==> src/rtl/dram_arbiter.sv <==
// Two-port request/acknowledge arbiter sharing a single-port DRAM between
// the processor core (port 0) and the image loader/DMA (port 1).
// Each transaction takes IDLE -> ACCESS -> ACK, so there is at most one
// access every three cycles.
module dram_arbiter #(
  parameter int ADDR_W         = 16,
  parameter int DATA_W         = 8,
  parameter int FIXED_PRIORITY = 0
) (
  input  logic              clock,
  input  logic              reset_n,
  input  logic              req0,
  input  logic              we0,
  input  logic [ADDR_W-1:0] addr0,
  input  logic [DATA_W-1:0] wdata0,
  output logic              ack0,
  output logic [DATA_W-1:0] rdata0,
  input  logic              req1,
  input  logic              we1,
  input  logic [ADDR_W-1:0] addr1,
  input  logic [DATA_W-1:0] wdata1,
  output logic              ack1,
  output logic [DATA_W-1:0] rdata1,
  output logic [ADDR_W-1:0] mem_address,
  output logic [DATA_W-1:0] mem_data,
  output logic              mem_wren,
  input  logic [DATA_W-1:0] mem_q,
  output logic              busy,
  output logic              grant_id
);

  typedef enum logic [1:0] {
    IDLE   = 2'd0,
    ACCESS = 2'd1,
    ACK    = 2'd2
  } state_t;

  state_t state;
  state_t state_nxt;
  logic   last_served;
  logic   winner;
  logic   grant;

  assign busy = (state != IDLE);

  // Winner selection and next-state logic
  always_comb begin
    state_nxt = state;
    grant     = 1'b0;
    if (req0 && req1)
      winner = (FIXED_PRIORITY != 0) ? 1'b0 : ~last_served;
    else
      winner = ~req0;
    case (state)
      IDLE: begin
        if (req0 || req1) begin
          grant     = 1'b1;
          state_nxt = ACCESS;
        end
      end
      ACCESS:  state_nxt = ACK;
      ACK:     state_nxt = IDLE;
      default: state_nxt = IDLE;
    endcase
  end

  // State register
  always_ff @(posedge clock or negedge reset_n) begin
    if (!reset_n) state <= IDLE;
    else          state <= state_nxt;
  end

  // DRAM bus registers, ack pulses and read-data capture
  always_ff @(posedge clock or negedge reset_n) begin
    if (!reset_n) begin
      mem_address <= '0;
      mem_data    <= '0;
      mem_wren    <= 1'b0;
      ack0        <= 1'b0;
      ack1        <= 1'b0;
      rdata0      <= '0;
      rdata1      <= '0;
      grant_id    <= 1'b0;
      last_served <= 1'b1;
    end else begin
      ack0 <= 1'b0;
      ack1 <= 1'b0;
      if (grant) begin
        mem_address <= winner ? addr1  : addr0;
        mem_data    <= winner ? wdata1 : wdata0;
        mem_wren    <= winner ? we1    : we0;
        grant_id    <= winner;
        last_served <= winner;
      end
      if (state == ACCESS) begin
        // The DRAM completed the access on the falling edge just passed,
        // so mem_q already holds the read result here.
        mem_wren <= 1'b0;
        if (grant_id) begin
          ack1 <= 1'b1;
          if (!mem_wren) rdata1 <= mem_q;
        end else begin
          ack0 <= 1'b1;
          if (!mem_wren) rdata0 <= mem_q;
        end
      end
    end
  end

endmodule

==> config.mk <==
export PLATFORM = sky130hd
export DESIGN_NAME = dram_arbiter
export DESIGN_NICKNAME = d
export VERILOG_FILES = /design/src/rtl/dram_arbiter.sv
export SDC_FILE = /design/constraint.sdc
export NUM_CORES = 1
export LEC_CHECK = 0
export ABC_AREA = 1
export CAP_MARGIN = 20
export CORE_MARGIN = 1.5
export CORE_UTILIZATION = 35
export DETAILED_ROUTE_END_ITERATION = 10
export PLACE_DENSITY = 0.7
export RECOVER_POWER = 50
export SLEW_MARGIN = 20
export SYNTH_ARGS = -nofsm -noshare
export SYNTH_HDL_FRONTEND = slang
export SYNTH_SLANG_ARGS = --single-unit
==> constraint.sdc <==
create_clock -name clock -period 2.8 [get_ports clock]
set_clock_uncertainty 0.05 [all_clocks]
set_input_delay 0.56 -clock clock [delete_from_list [all_inputs] [get_ports clock]]
set_output_delay 0.56 -clock clock [all_outputs]
set_load 0.02 [all_outputs]
==> out/results.ini, run 1 <==
[clock_tree]
cts_buffers = 5
insertion_delay_ps = 290
cts_setup_buffers = 0
clockBufferDepth = 2
post_cts_resized = 0
htreeDepth = 2
clock-sinks = 47
cts_hold_buf = 0
cts_tree = yes
clockRootBuffer = clkbuf_8
path_clk_slew_ps = 90

[setup_path]
critPathMaxStageDelay_ps = 630
critical_path_required_ps = 2190
crit_type = reg -> out
cp-end-kind = output pin
arrival_ps = 1450
path_max_fanout = 3
crit_path_start_kind = flip-flop
cp_cell_sequence = inv_1 -> nand2_1 -> clkdlybuf4s50_1
slowest_stage = clkdlybuf4s50_1

[logic_synthesis]
synth_flop_cell = dfrtp_1
synth_commonest_cells = 92 x nand2_1, 64 x inv_1, 51 x nand3_1
syn_nets = 359
seq_area_frac_synth = 0.511
yosysMostFrequentCell = nand2_1
syn_area_mm2 = 0.00231
syn_avg_cell_area_um2 = 7.76
ys_warn_count = 0
synth_edf_count = 0
netlist_instances = 297
async_reset_ff_frac = 1.00
yosysTopAreaCellShare = 0.499
synth-seq-cells = 47
synth_top_area_cell = dfrtp_1
ys_types = 17
ys_top_cells_by_area = dfrtp_1 50%, nand2_1 15%, nand3_1 11%, inv_1 10%, o21ai_0 3.5%

[global_route]
grt_use_total = 0.170
antenna_found_initial = 0
grt_pass1_vias = 2186
grt_max_degree = 27
grt_overflow = 0
grt_pass1_wl_mm = 9.82

[die]
core_area_mm2 = 0.00635
initial_core_util = 0.363
pin_count = 107
die_h_um = 84.2
die_area_mm2 = 0.00708
dieWidth_um = 84.2
rows = 29

[power]
p_int_mw = 2.17
switchingPower_mw = 1.44
power_per_cell_area_mw_per_mm2 = 1030
swShare = 0.399
ir_worst_vdd_mv = 0.592
pwr-share-comb = 0.523
seqPwrFrac = 0.336
power.total_mw = 3.60
power.leakage_nw = 1.83
clockPowerShare = 0.142

[place]
placed_cells = 473
placed_area_mm2 = 0.00340
place.gp.congestion = 0.707
port_buffers = 106
dpl.hpwl_mm = 4.22
dpl_worst_slack_ps = 640

[routing]
drc = 0
detail_route.wl_per_cell_um = 11.8
routed_wl_mm = 5.65
drt_pass1_iterations = 4
route.vias.total = 2160
drt_iter0_drc = 76
antenna_left = 0
vias_per_cell = 4.49

[layout]
antenna_cells = 0
final_core_util = 0.549
fin_nets = 465
area_delta_synth_final_pct = 51.2
fin_cells = 481
postLayoutCellArea_mm2 = 0.00349
drive_gt1_frac = 0.0520

[timing]
max_freq_mhz = 486
period_share = 0.736
worst_slack_ps = 741
slew_violations = 0
rsz0062_at_grt = no
min_period_ps = 2060
worst_pin_slew_ps = 1280
fin_setup_tns_ps = 0
final_hold_viol_count = 0
hold_ws_ps = 430
slew_headroom = 0.146
setup_viol = 0

[hold_path]
min_path_type = reg -> reg

[flow_run]
cap_viol_max_count = 0

[run_status]
outcome = finished, final reports clean

==> worst max-delay path: cells and delay by family, from the launching register on <==
family / cells / cell delay [ps]
buf+inv: 2 / 680
flops: 1 / 380
simple gates: 1 / 100
==> state kept, by name, summed over array words and instances (netlist names) <==
register / flops
mem_address: 16
ack1: 1
state: 2
last_served: 1
rdata0: 8
ack0: 1
grant_id: 1
rdata1: 8
mem_wren: 1
mem_data: 8
==> logic make-up (layout without fill, tap and decap cells) <==
| logic type | after synthesis | count (layout) | synth area share |
|---|---|---|---|
| buf+inv | 78 | 185 | 0.150 |
| compound gates | 19 | 19 | 0.0429 |
| flops | 47 | 47 | 0.511 |
| simple gates | 153 | 153 | 0.296 |
==> area by class of cell <==
type                            instances  area, µm²
Sequential cell                        47       1180
Multi-Input combinational cell        172        749
Clock buffer                            6       82.6
Fill cell                             618       2860
Clock inverter                          2       35.0
Tap cell                               77       96.3
Inverter                               64        240
Timing Repair Buffer                  113       1100
==> power by group through the flow <==
stage | Sequential, mW | Combinational (mW) | Clock, mW
detailed placement | 1.23 | 1.94 | 0
finish | 1.21 | 1.88 | 0.510
floorplan | 1.60 | 0.692 | 0
global route | 1.25 | 2.07 | 0.554
CTS | 1.22 | 1.95 | 0.526
global placement | 1.22 | 1.91 | 0
==> layout by cell type (no fill, tap or decap), types with 4 or more instances in the layout <==
master           count
clkdlybuf4s50_1    103
nand2_1             92
inv_1               64
nand3_1             53
dfrtp_1             46
o21ai_0             17
clkbuf_8             6
buf_4                6
nor2_1               4
==> path summary, 6_finish.rpt <==
| path | endpoint | depth (start not counted) | from | slack, ps |
|---|---|---|---|---|
| min | ack0$_DFF_PN0_ | 1 | grant_id$_DFFE_PN0P_ | 430 |
| max | busy | 3 | state[1]$_DFFE_PN0P_ | 740 |
| min reg2reg | ack0$_DFF_PN0_ | 1 | grant_id$_DFFE_PN0P_ | 430 |
| min in group asynchronous | mem_data[0]$_DFFE_PN0P_ | 1 | reset_n | 470 |
| max in group asynchronous | mem_address[0]$_DFFE_PN0P_ | 2 | reset_n | 1000 |
| max reg2reg | rdata0[6]$_DFFE_PN0P_ | 3 | state[1]$_DFFE_PN0P_ | 1210 |
==> per-layer routing <==
layer,track usage,wire [µm]
met1,0.219,2500
met2,0.286,2750
met3,0.0511,394
met4,0.0313,12
met5,0,0
Power figures use the tool's default switching activity.
==> inputs of run 2 (changes only) <==
==> constraint.sdc (replaced) <==
create_clock -name clock -period 2 [get_ports clock]
set_clock_uncertainty 0.05 [all_clocks]
set_input_delay 0.4 -clock clock [delete_from_list [all_inputs] [get_ports clock]]
set_output_delay 0.4 -clock clock [all_outputs]
set_load 0.02 [all_outputs]
==> out/results.ini, run 2 (same netlist as run 1, synthesis figures left out) <==
[timing]
slew_headroom = 0.160  ; +0.0146
rsz0062_at_grt = no
max_freq_mhz = 563
min_period_ps = 1780
final_hold_viol_count = 0  ; unchanged
setup_viol = 0  ; unchanged
worst_slack_ps = 222  ; -518 ps
period_share = 0.889
fin_setup_tns_ps = 0  ; unchanged
worst_pin_slew_ps = 1260  ; -21.9 ps
hold_ws_ps = 301  ; -129 ps
slew_violations = 0  ; unchanged

[die]
die_h_um = 84.2  ; unchanged
pin_count = 107  ; unchanged
rows = 29  ; unchanged
initial_core_util = 0.363  ; unchanged
die_area_mm2 = 0.00708  ; unchanged
core_area_mm2 = 0.00635  ; unchanged
dieWidth_um = 84.2  ; unchanged

[layout]
top_register = mem_address
final_core_util = 0.557  ; +0.00847
area_delta_synth_final_pct = 53.5
fin_nets = 467  ; +0.43%
final_cell_mix = 103 x clkdlybuf4s50_1, 92 x nand2_1, 64 x inv_1
postLayoutCellArea_mm2 = 0.00354  ; +1.5%
fin_cells = 483  ; +0.42%
layout.cells.most_common = clkdlybuf4s50_1
drive_gt1_frac = 0.0517  ; -0.000256
antenna_cells = 0  ; unchanged
largest_register_ffs = 16  ; unchanged

[setup_path]
crit_family = buffers and inverters
crit_path_start_kind = flip-flop
arrival_ps = 1330  ; -120 ps
cp-end-kind = output pin
critPathMaxStageDelay_ps = 640  ; about the same
crit_type = reg -> out
cp_cell_sequence = clkdlybuf4s50_1
critPathBufInv = 1  ; -1
path_max_fanout = 4  ; +1
slowest_stage = clkdlybuf4s50_1
critical_path_required_ps = 1550  ; -640 ps

[flow_run]
cap_viol_max_count = 0  ; unchanged

[clock_tree]
cts_hold_buf = 0  ; unchanged
clock-sinks = 47  ; unchanged
path_clk_slew_ps = 90  ; about the same
insertion_delay_ps = 290  ; about the same
clockBufferDepth = 2  ; unchanged
clockRootBuffer = clkbuf_8
cts_buffers = 5  ; unchanged
htreeDepth = 2  ; unchanged
cts_tree = yes

[place]
place.gp.congestion = 0.734  ; +3.7%
placed_cells = 475  ; +0.42%
port_buffers = 106  ; unchanged
dpl_worst_slack_ps = 263  ; -377 ps
dpl.hpwl_mm = 4.07  ; -3.6%
placed_area_mm2 = 0.00344  ; +1.2%

[global_route]
grt_overflow = 0  ; unchanged
grt_use_total = 0.166  ; -0.00365
grt_pass1_vias = 2095  ; -4.2%
grt_max_degree = 27  ; unchanged
antenna_found_initial = 0  ; unchanged
grt_pass1_wl_mm = 9.58  ; -2.4%

[hold_path]
min_path_type = in -> async

[routing]
drt_iter0_drc = 126  ; +66%
route.vias.total = 2172  ; +0.56%
routed_wl_mm = 5.50  ; -2.6%
detail_route.wl_per_cell_um = 11.4  ; -3.0%
vias_per_cell = 4.50  ; +0.14%
drt_pass1_iterations = 4  ; unchanged
antenna_left = 0  ; unchanged
drc = 0  ; unchanged

[power]
power_per_cell_area_mw_per_mm2 = 1460  ; +41%
power.total_mw = 5.15  ; +43%
ir_worst_vdd_mv = 0.811  ; +37%
power.leakage_nw = 1.85  ; +1.2%

[run_status]
outcome = finished, final reports clean

[run 2: cell count changes in the layout (fill, tap and decap cells not counted)]
cell / before / now
buf_4: 6 / 5
dlygate4sd3_1: 2 / 1
bufinv_16: 1 / 2
clkbuf_1: 1 / 3
clkbuf_8: 6 / 5
buf_12: 0 / 2
dlymetal6s2s_1: 0 / 1
clkinv_2: 1 / 0
[run 2: power by group]
part           switching [mW]  internal [mW]  leakage (nW)
Sequential              0.261           1.43         0.574
Combinational            1.44           1.21          1.21
Clock                   0.311          0.499        0.0654
[run 2: worst paths after layout]
kind,depth (start not counted),slack [ps],start,endpoint
max,1,220,grant_id$_DFFE_PN0P_,grant_id
min,1,300,reset_n,mem_data[4]$_DFFE_PN0P_
max reg2reg,3,420,state[1]$_DFFE_PN0P_,rdata1[7]$_DFFE_PN0P_
min reg2reg,1,430,grant_id$_DFFE_PN0P_,ack0$_DFF_PN0_
max in group asynchronous,1,850,reset_n,mem_address[10]$_DFFE_PN0P_
min in group clock,1,430,grant_id$_DFFE_PN0P_,ack0$_DFF_PN0_
[run 2: cell type report]
class | instances | area (µm²)
fill | 621 | 2810
sequential | 47 | 1180
timing repair buffer | 115 | 1140
multi-input combinational | 172 | 749
inverter | 64 | 240
tap | 77 | 96.3
clock buffer | 6 | 72.6
clock inverter | 2 | 60.1
[run 2: repair_timing]
action | in CTS | in global routing
endpoints found under the setup margin | 0 | 1
gates resized for setup | 0 | 1
buffers inserted | 0 | 0
[run 2: per-layer routing]
metal,up-vias,wire (µm),part of all wire,GRT usage
met5,-,0,0,0
met2,73,2600,0.47,0.279
met4,0,77,0.014,0.0522
met3,9,357,0.065,0.0403
met1,987,2470,0.45,0.212
li1,1103,-,-,-
